--- src/rtl/ntt_pkg.sv ---
// ntt_pkg: shared Z_7681 constants, twiddle ROMs and stream state enum
package ntt_pkg;
  localparam int Q = 7681;
  localparam int N = 16;
  localparam int LOGN = 4;
  localparam int DW = 13;
  localparam logic [DW-1:0] Q_D = DW'(Q);
  localparam logic [DW-1:0] N_INV = 13'd7201;
  localparam logic [DW-1:0] TW_FWD [N] = '{
    13'd1, 13'd7098, 13'd1925, 13'd6832, 13'd3383, 13'd1728, 13'd6468, 13'd527,
    13'd7680, 13'd583, 13'd5756, 13'd849, 13'd4298, 13'd5953, 13'd1213, 13'd7154};
  localparam logic [DW-1:0] TW_INV [N] = '{
    13'd1, 13'd7154, 13'd1213, 13'd5953, 13'd4298, 13'd849, 13'd5756, 13'd583,
    13'd7680, 13'd527, 13'd6468, 13'd1728, 13'd3383, 13'd6832, 13'd1925, 13'd7098};
  typedef enum logic [1:0] {LOAD, COMPUTE, SCALE, OUTPUT} state_t;
endpackage

--- src/rtl/mod_mul_q.sv ---
// mod_mul_q: combinational y = (a*b) mod Q for a, b < Q
module mod_mul_q
  import ntt_pkg::*;
(
  input  logic [DW-1:0] a,
  input  logic [DW-1:0] b,
  output logic [DW-1:0] y
);
  logic [2*DW-1:0] p, r;
  assign p = a * b;
  assign r = p % (2*DW)'(Q);
  assign y = r[DW-1:0];
endmodule

--- src/rtl/intt16_stream.sv ---
// intt16_stream: streaming 16-point inverse NTT over Z_7681 (serial in, one MAC, serial out)
module intt16_stream
  import ntt_pkg::*;
(
  input  logic            clk,
  input  logic            rst,
  input  logic            in_valid,
  output logic            in_ready,
  input  logic [DW-1:0]   in_data,
  output logic            out_valid,
  input  logic            out_ready,
  output logic [DW-1:0]   out_data,
  output logic [LOGN-1:0] out_index,
  output logic            out_last,
  output logic            busy
);
  state_t state, state_n;
  logic [LOGN-1:0] cnt, j, k, tw_idx;
  logic [DW-1:0] coef [N];
  logic [DW-1:0] acc, mul_a, mul_b, prod, din_mod, acc_sum;
  logic [DW:0] sum_raw;
  assign in_ready = state == LOAD;
  assign out_valid = state == OUTPUT;
  assign busy = state != LOAD;
  assign din_mod = in_data >= Q_D ? in_data - Q_D : in_data;
  assign tw_idx = LOGN'(j * k);
  // one multiplier serves both the MAC product and the final 1/N scaling
  assign mul_a = state == SCALE ? acc : coef[k];
  assign mul_b = state == SCALE ? N_INV : TW_INV[tw_idx];
  assign sum_raw = {1'b0, acc} + {1'b0, prod};
  assign acc_sum = sum_raw >= {1'b0, Q_D} ? DW'(sum_raw - {1'b0, Q_D}) : sum_raw[DW-1:0];
  mod_mul_q u_mul (.a(mul_a), .b(mul_b), .y(prod));
  always_ff @(posedge clk)
    if (rst) state <= LOAD;
    else state <= state_n;
  always_comb begin
    state_n = state;
    case (state)
      LOAD:    state_n = in_valid && cnt == LOGN'(N - 1) ? COMPUTE : LOAD;
      COMPUTE: state_n = k == LOGN'(N - 1) ? SCALE : COMPUTE;
      SCALE:   state_n = OUTPUT;
      OUTPUT:  state_n = !out_ready ? OUTPUT : j == LOGN'(N - 1) ? LOAD : COMPUTE;
      default: state_n = LOAD;
    endcase
  end
  always_ff @(posedge clk)
    if (state == LOAD && in_valid) coef[cnt] <= din_mod;
  // counters wrap naturally at 16, so cnt/k/j return to 0 without explicit clears
  always_ff @(posedge clk)
    if (rst) begin
      cnt <= '0;
      j <= '0;
      k <= '0;
      acc <= '0;
      out_data <= '0;
      out_index <= '0;
      out_last <= 1'b0;
    end else
      case (state)
        LOAD:
          if (in_valid) begin
            cnt <= cnt + 1'b1;
            j <= '0;
            k <= '0;
            acc <= '0;
          end
        COMPUTE: begin
          acc <= acc_sum;
          k <= k + 1'b1;
        end
        SCALE: begin
          out_data <= prod;
          out_index <= j;
          out_last <= j == LOGN'(N - 1);
        end
        OUTPUT:
          if (out_ready) begin
            j <= j + 1'b1;
            k <= '0;
            acc <= '0;
          end
        default: ;
      endcase
endmodule

--- config.mk ---
export PLATFORM = sky130hd
export DESIGN_NAME = intt16_stream
export DESIGN_NICKNAME = d
export VERILOG_FILES = /design/src/rtl/ntt_pkg.sv /design/src/rtl/mod_mul_q.sv /design/src/rtl/intt16_stream.sv
export SDC_FILE = /design/constraint.sdc
export NUM_CORES = 1
export LEC_CHECK = 0
export CAP_MARGIN = 20
export CORE_ASPECT_RATIO = 0.75
export CORE_MARGIN = 8
export CORE_UTILIZATION = 50
export CTS_CLUSTER_DIAMETER = 200
export DETAILED_ROUTE_END_ITERATION = 10
export PLACE_DENSITY = 0.76
export REMOVE_ABC_BUFFERS = 1
export SETUP_SLACK_MARGIN = 0.05
export SLEW_MARGIN = 20
export SYNTH_ARGS = -nofsm -noshare
export SYNTH_HDL_FRONTEND = slang
export SYNTH_HIERARCHICAL = 1
export SYNTH_SLANG_ARGS = --single-unit
--- constraint.sdc ---
create_clock -name clk -period 32 [get_ports clk]
set_input_delay 4.8 -clock clk [delete_from_list [all_inputs] [get_ports clk]]
set_output_delay 4.8 -clock clk [all_outputs]
set_load 0.005 [all_outputs]
# Word level (Yosys, flattened, before mapping)
# Memory sizes are Yosys's and may differ from the RTL's. A register that Yosys moved wholly into a read port is not among the register bits.
# Index checks and enable logic that the tools add are counted.
# op_classes
mux	23
magnitude_cmp	3
reduce_logical	9
bitwise	1
addsub	6
n_mul	2
div	1
eq_ne	8
# op_table
operator	n
13-bit 2-to-1 mux	8
13-bit case mux with 3 select lines	1
26-bit by 13-bit modulo with 26-bit output (second input constant)	1
13-bit by 13-bit multiplier with 26-bit output	1
13-bit subtractor (second input constant)	2
4-bit 2-to-1 mux	5
13-bit by 13-bit adder with 14-bit output	1
14-bit by 13-bit greater-or-equal comparator with 1-bit output (second input constant)	1
13-bit greater-or-equal comparator (second input constant)	1
4-bit by 1-bit adder with 4-bit output (second input constant)	3
4-bit == test (second input constant)	3
4-bit case mux with 3 select lines	1
2-bit case mux with 4 select lines	1
4-bit case mux with 2 select lines	1
3-bit AND reduction	2
5-bit greater-or-equal comparator (second input constant)	1
4-bit NOT with 5-bit output	1
2-bit == test (second input constant)	2
4-bit by 4-bit multiplier with 4-bit output	1
1-bit 2-to-1 mux	4
2-bit 2-to-1 mux	2
2-bit nonzero test	2
3-bit nonzero test	1
2-bit by 1-bit == test with 1-bit output (second input constant)	1
other kinds (5)	6
# word_totals
elab_cells	63
inputBits	17
register_bits	45
mem_bits_ro	208
output_inout_bits	21
ramBits	208
mem_count	2
# mem_list
memory	words	word_bits	rd	rd_clocked_by_memory_dff	write_ports	line_no	rtl
(no name shown)	16	13	1	0	0	intt16_stream.sv:29	assign mul_b = state == SCALE ? N_INV : TW_INV[tw_idx];
coef	16	13	1	1	1	intt16_stream.sv:19	logic [DW-1:0] coef [N];

# Longest topological paths before layout
# Gate-level depths: netlist of run 1.
# logic_depth
ltp_word	12
depth_mapped	98
ltp_nobuf	83

# Modules after synthesis
# The synthesis of run 1 kept the hierarchy.
# by_module_without_submodules
module	cells_each	seq_area_each_um2	area_each_um2	n_inst
mod_mul_q	1696	0.0	12560.8	1
intt16_stream	810	7226.9	11718.7	1

# Least setup slack after synthesis of run 1
# OpenSTA, ideal clock, no wires.
# synth_timing
path_kind	register to register
startpoint	reg j[0]
endpoint	reg acc[7]
setup_time_ps	117
period_less_slack_ps	24098
path_stages_with_launch	92
t_arrival_ps	23980
slack_ps	7902
path_cell_list	dfxtp_1 clkbuf_1 and2_1 ha_1 ha_1 ha_1 xnor2_1 xnor2_1 xnor2_1 buf_2 a31oi_1 nor2_1 clkbuf_1 nand2_1 fa_1 inv_1 fa_1 inv_1 [56 not listed] buf_2 xnor2_1 ha_1 nand2b_1 a221oi_2 a311oi_2 nor2_1 xnor2_1 ha_1 fa_1 a211oi_2 o21ai_4 a31oi_1 xor2_1 nor3_4 a41oi_4 or4b_1 a32o_1
# synth_via
elab_chain_len	12
word_cells_on_any_way	13
cone_classes	2 x add/sub; 2 x mul; 1 x div; 1 x order compare; 5 x mux; 1 x bitwise; 1 x memory
# synth_lines
element	line_no	rtl
start: declaration	intt16_stream.sv:18	logic [LOGN-1:0] cnt, j, k, tw_idx;
start signal: assignment	intt16_stream.sv:78	j <= j + 1'b1;
4-bit by 4-bit multiplier with 4-bit output (*)	intt16_stream.sv:26	assign tw_idx = LOGN'(j * k);
4-bit NOT with 5-bit output (implied by the code) (*)	intt16_stream.sv:29	
memory 16 x 13 bit (*)	-	
13-bit 2-to-1 mux (implied by the code) (*) (2 in a row)	intt16_stream.sv:29	
13-bit 2-to-1 mux (*)	intt16_stream.sv:29	
via mul_b[6]	intt16_stream.sv:20	logic [DW-1:0] acc, mul_a, mul_b, prod, din_mod, acc_sum;
13-bit by 13-bit multiplier with 26-bit output (*)	mod_mul_q.sv:10	assign p = a * b;
26-bit by 13-bit modulo with 26-bit output (*)	mod_mul_q.sv:11	assign r = p % (2*DW)'(Q);
via prod[0]	intt16_stream.sv:20	
13-bit by 13-bit adder with 14-bit output (*)	intt16_stream.sv:30	assign sum_raw = {1'b0, acc} + {1'b0, prod};
13-bit subtractor or 14-bit by 13-bit greater-or-equal comparator with 1-bit output (tied branches)	intt16_stream.sv:31	assign acc_sum = sum_raw >= {1'b0, Q_D} ? DW'(sum_raw - {1'b0, Q_D}) : sum_raw[DW-1:0];
13-bit 2-to-1 mux (*)	intt16_stream.sv:31	
13-bit case mux with 3 select lines (*)	intt16_stream.sv:59	case (state)
end signal: assignment	intt16_stream.sv:68	acc <= acc_sum;
end: declaration	intt16_stream.sv:20	
# The timed path passes the listed nets; every way through them passes the cells marked *. The select of a mux whose other input is x is not followed.
# A chain may end at the register's enable or synchronous reset.

# Final worst setup path of run 1
# Same ends and word-level chain as after synthesis.

==> qor.csv, run 1 <==
metric,value,unit
first_iter_violations,2186,
die_h,206.8,µm
rows,70,
cts_hold_buf,0,
arrival,29.64,ns
place_congestion,0.9306,
finalMaxSlewViolations,0,
hpwl,47960,µm
clk_pin_slew,0.07,ns
die_area,55940,µm²
drive_above_1_share,9.404,%
cts_setup_buffers,0,
cpPeakStageDelay,0.91,ns
cts_buffers,25,
die_x,270.5,µm
worst_slew_pin_slew,1.116,ns
initial_core_util,50.22,%
hold_path.class,flop to flop,
cp-startpoint,j[0],
root_buffer,clkbuf_16,
cts-htree-levels,1,
grt_usage,22.73,%
p_leak,9.708,nW
cpMostUsedCell,ha_1,
min_period_over_period,91.27,%
crit_end,acc[7],
synth_cell_type_count,126,
clock_sinks,257,
clk-insertion-delay-late,0.54,ns
rsz0062_at_grt,no,
cp_num_buf_inv,4,
status,"finished, final reports clean",
seq_area,7232,µm²
via_per_inst,6.326,
cts_tree,done,
start_kind,flop,
slew_headroom,25.61,%
cts_resized,0,
min_period,29.21,ns
yosys_warnings,6,
cp_num_cells,82,
grt_pass1_vias,19310,
fmax,0.03424,GHz
crit_family,compound AO/OA/AOI/OAI gates,
fin_total_pwr,0.7686,mW
via_count,19910,
crit_type,flop to flop,
antenna_found_initial,0,
synth_seq_area_share,29.77,%
fin_util,53.77,%
drt_pass1_iterations,6,
grt_max_degree,53,
hold_viol_final,0,
diodes,0,
drc,0,
ys_async_sr_fraction,0,%
maxCapViolations,0,
areaGrowthSynthToFinish,7.070,%
yosys_register_bits,257,
synth_ff_type,edfxtp_1,
nFillCells,4158,
postSynthCellCount,2506,
worst_r2r_endpoint,acc[7],
power_density,29.56,nW/µm²
synth-edff-count,208,
cp_slowest_cell,nor4_1,
drtAntennaViolNets,0,
grt_pass1_wl,105000,µm
skew,0.02650,ns
cp-end-kind,flop,
setup_viol_count_final,0,
required,32.43,ns
cp_max_fo,18,
pin_count,38,
core,48350,µm²
syn_avg_cell_area,9.689,µm²
ir_worst_vdd,0.05418,mV
r2r_slack,2.79,ns
num-nets-final,2727,
routed_wl,65480,µm
tns,0,ns
wl_per_cell,20.81,µm
regToRegStartpoint,j[0],
r2r_cells,82,
cts_buffer_depth,3,
multiInputGateArea,15940,µm²
globalRouteOverflowTotal,0,
syn_area,24280,µm²
port_buffers,37,
[layout make-up]
cell class	count	share of cell area, %
inverter	190	2.743
sequential	257	27.82
clock buffer	30	2.517
timing repair buffer	52	1.848
clock inverter	16	0.6449
tap	648	3.119
multi-input combinational	1954	61.31
[synthesized netlist by cell type, types with 26 or more instances]
| cell | instances | area, µm² |
|---|---|---|
| edfxtp_1 | 208 | 6246 |
| xor2_1 | 50 | 437.9 |
| mux4_2 | 68 | 1531 |
| nor2_1 | 147 | 551.8 |
| clkbuf_1 | 78 | 292.8 |
| o21ai_0 | 68 | 340.3 |
| nor3_1 | 61 | 305.3 |
| a211oi_1 | 28 | 210.2 |
| fa_1 | 122 | 2442 |
| a21oi_1 | 120 | 600.6 |
| nand2_1 | 306 | 1149 |
| and2_1 | 146 | 913.4 |
| a31oi_1 | 26 | 162.7 |
| nand3_1 | 56 | 280.3 |
| inv_1 | 189 | 709.4 |
| dfxtp_1 | 49 | 980.9 |
| xnor2_1 | 94 | 823.3 |
| ha_1 | 108 | 1351 |
[placed cells by master (no fill, tap or decap), drive strengths merged, types with 12 or more instances in the layout]
master         instances
a211o                 12
a211oi                37
a21o                  24
a21oi                125
a221oi                12
a31oi                 28
and2                 147
and3                  24
buf                   14
clkbuf                31
clkdlybuf4s50         37
clkinv                12
dfxtp                 49
edfxtp               208
fa                   122
ha                   108
inv                  190
mux2i                 14
mux4                  68
nand2                306
nand2b                16
nand3                 57
nand4                 25
nor2                 148
nor3                  64
nor4                  29
o211ai                27
o21a                  19
o21ai                 87
o22ai                 13
o31a                  12
o31ai                 12
or2                   23
or3                   19
or4                   14
xnor2                 96
xor2                  52
[layer usage]
layer,share of wire (%),vias to the layer above,GRT usage [%]
li1,-,9133,-
met1,46,9710,33.76
met2,44,975,35.33
met3,8.8,91,3.476
met4,1.8,0,4.296
met5,0,-,0
[worst min path at each step]
stage / to / startpoint / slack (ns) / cells after the start
after floorplan: acc[0] / acc[0] / 0.44 / 2
after global placement: out_data[10] / out_data[10] / 0.45 / 2
after detailed placement: out_index[3] / out_index[3] / 0.45 / 2
after CTS: out_data[10] / out_data[10] / 0.47 / 2
after global routing: out_index[3] / out_index[3] / 0.49 / 2
final: out_data[12] / out_data[12] / 0.47 / 2
[worst min-delay path: stages, from the launching register on]
cell and delay, ns:
dfxtp_1 0.31, nand2_1 0.05, a21oi_1 0.06
[cells by family after synthesis]
family | share of synthesized area, %
XOR/XNOR | 5.463
buffers and inverters | 4.813
adder cells (fa/ha/maj) | 15.79
AND/OR/NAND/NOR | 19.50
multiplexers | 7.302
flip-flops | 29.77
AO/OA/AOI/OAI | 17.37
[flip-flops by register name, summed over array words and instances, names as in the netlist, named ones only]
| name | flops |
|---|---|
| j | 4 |
| coef | 208 |
| k | 4 |
| out_last | 1 |
| cnt | 4 |
| out_index | 4 |
| state | 2 |
| acc | 13 |
| out_data | 13 |
[where the power goes]
| part | switching (mW) | leakage, nW | total, mW | internal [mW] |
|---|---|---|---|---|
| combinational | 0.0723 | 7.03 | 0.106 | 0.0336 |
| clock | 0.125 | 0.406 | 0.296 | 0.171 |
| sequential | 0.00146 | 2.28 | 0.367 | 0.365 |
| total | 0.198 | 9.71 | 0.769 | 0.570 |
[stage by stage]
| stage | setup slack [ns] | instances | hold slack (ns) | area, µm² |
|---|---|---|---|---|
| after detailed placement | 3.694 | 3100 | 0.4504 | 25120 |
| final | 2.793 | 3147 | 0.4702 | 26000 |
| after global placement | 4.535 | 3100 | 0.4473 | 25120 |
| after floorplan | 6.369 | 2401 | 0.4430 | 23820 |
| after CTS | 3.406 | 3146 | 0.4691 | 25940 |
| after global routing | 0.8430 | 3147 | 0.4899 | 26000 |
(Power assumes the default switching activity.)
==> run 2, diff against run 1 <==
CORE_UTILIZATION = 33   (was 50)
PLACE_DENSITY = 0.57   (was 0.76)
==> qor.csv, run 2 (synthesis gave the netlist of run 1 again) <==
metric,value,unit,change
status,"finished, final reports clean",,
cp-end-kind,flop,,
cp-startpoint,j[0],,
globalRouteOverflowTotal,0,,unchanged
cts_tree,done,,
cpMostUsedCell,ha_1,,
cts_setup_buffers,0,,unchanged
regMostFlops,coef,,
ir_worst_vdd,0.03721,mV,-31%
use_met3,1.971,%,-1.5 points
drt_pass1_iterations,10,,+4
arrival,29.65,ns,about the same
power.share.sequential,48.5,%,+0.8 points
cts-htree-levels,1,,unchanged
largest_reg_flops,208,,unchanged
num-nets-final,2728,,+0.037%
crit_family,compound AO/OA/AOI/OAI gates,,
clock_sinks,257,,unchanged
die_x,329.2,µm,+22%
rsz0062_at_grt,no,,
port_buffers,37,,unchanged
rows,86,,+23%
p_sw,0.1959,mW,-1.3%
slew_headroom,28.46,%,+2.9 points
min_period_over_period,91.22,%,about the same
met1_usage,24.66,%,-9.1 points
r2r_cells,80,,-2.4%
drtAntennaViolNets,0,,unchanged
grt_max_degree,53,,unchanged
drive_above_1_share,9.200,%,-0.20 points
diodes,0,,unchanged
netSwitchingFraction,25.94,%,+0.11 points
clock_power_share,37.4,%,-1.1 points
hold_viol_final,0,,unchanged
wl_per_cell,19.46,µm,-6.5%
pin_count,38,,unchanged
gr-usage-met2,23.80,%,-12 points
via_count,19380,,-2.7%
tns,0,ns,unchanged
areaGrowthSynthToFinish,8.523,%,
regToRegStartpoint,j[0],,
crit_end,acc[2],,
maxCapViolations,0,,unchanged
multiInputGateArea,15940,µm²,about the same
p_comb_share,14.1,%,+0.3 points
final_cell_mix,"306 x nand2_1, 208 x edfxtp_1, 189 x inv_1",,
grt_busiest_layer,met1,,
cp_max_fo,18,,unchanged
grt_pass1_wl,108100,µm,+3.0%
core,73170,µm²,+51%
cts_hold_buf,0,,unchanged
cts_buffer_depth,3,,unchanged
clk_pin_slew,0.06,ns,about the same
hpwl,50980,µm,+6.3%
grt_usage,15.88,%,-6.8 points
hold_path.class,flop to flop,,
fmax,0.03426,GHz,about the same
worst_r2r_endpoint,acc[2],,
drc,0,,unchanged
crit_type,flop to flop,,
cpPeakStageDelay,0.89,ns,-0.02 ns
instances_no_fill,3468,,+10%
nFillCells,7337,,+76%
antenna_found_initial,0,,unchanged
cts_buffers,25,,unchanged
p_leak,9.677,nW,-0.32%
r2r_slack,2.81,ns,about the same
min_period,29.19,ns,-0.01475 ns
setup_viol_count_final,0,,unchanged
power_density,28.66,nW/µm²,-3.0%
start_kind,flop,,
via_per_inst,5.589,,-12%
cp_slowest_cell,nor4_1,,
required,32.46,ns,+0.03 ns
cp_num_buf_inv,4,,unchanged
worst_slew_pin_slew,1.068,ns,-0.04748 ns
p_int,0.5593,mW,-1.9%
fin_total_pwr,0.7552,mW,-1.7%
clk-insertion-delay-late,0.53,ns,about the same
fin_util,36.01,%,-18 points
cts_resized,0,,unchanged
reg_top3,"coef x208, acc x13, out_data x13",,
cp_num_cells,80,,-2.4%
first_iter_violations,1704,,-22%
place_inst,3421,,+10%
root_buffer,clkbuf_16,,
place_congestion,0.8965,,-3.7%
seq_area,7232,µm²,unchanged
routed_wl,67480,µm,+3.1%
initial_core_util,33.18,%,-17 points
finalMaxSlewViolations,0,,unchanged
skew,0.01016,ns,-0.01634 ns
final_common_cell,nand2_1,,
die_area,82600,µm²,+48%
grt_pass1_vias,19010,,-1.6%
die_h,250.9,µm,+21%
-- run 2: cell types whose count changed in the layout (fill, tap and decap cells not counted), moves of 2 or more --
cell and delta:
inv_6 +2, clkinv_2 -5, clkbuf_1 +4, clkinv_1 +3
-- run 2: layer usage --
layer | wire length [µm] | part of all wire (%) | vias to the layer above
met4 | 964 | 1.4 | 0
met1 | 33720 | 50 | 9558
met5 | 0 | 0 | -
met2 | 28660 | 42 | 589
met3 | 4138 | 6.1 | 76
li1 | - | - | 9158
-- run 2: stage by stage --
| step | setup WS, ns | hold slack, ns | instance area (µm²) |
|---|---|---|---|
| floorplan | 6.369 | 0.4430 | 23820 |
| global placement | 4.088 | 0.4456 | 25530 |
| detailed placement | 3.252 | 0.4503 | 25530 |
| CTS | 3.227 | 0.4617 | 26300 |
| global route | 0.5927 | 0.4786 | 26350 |
| finish | 2.808 | 0.4595 | 26350 |
-- run 2: worst min path at each step --
stage / start / to / slack (ns) / depth (start not counted)
3_3_place_gp: out_data[2] / out_data[2] / 0.45 / 2
2_1_floorplan: acc[0] / acc[0] / 0.44 / 2
6_report: out_data[6] / out_data[6] / 0.46 / 2
3_5_place_dp: out_data[1] / out_data[1] / 0.45 / 2
4_1_cts: out_data[1] / out_data[1] / 0.46 / 2
5_1_grt: out_index[3] / out_index[3] / 0.48 / 2
-- run 2: power by group through the flow --
stage / registers (mW) / clock network (mW) / logic, mW
finish: 0.366 / 0.283 / 0.106
global route: 0.367 / 0.300 / 0.116
CTS: 0.366 / 0.289 / 0.104
detailed placement: 0.374 / 0 / 0.104
global placement: 0.374 / 0 / 0.103
floorplan: 0.373 / 0 / 0.0721
-- run 2: area by class of cell --
type	count	area share, %
flip-flops and latches	257	27.45
well taps	968	4.597
clock buffers	33	2.488
inverters	190	2.707
clock inverters	13	0.4321
multi-input cells	1954	60.48
repair buffers	53	1.852
-- run 2: tightest hold or removal path, cell delays in order (launching register included) --
cell     delay, ns
dfxtp_1       0.31
nand2_1       0.05
a21oi_1       0.05
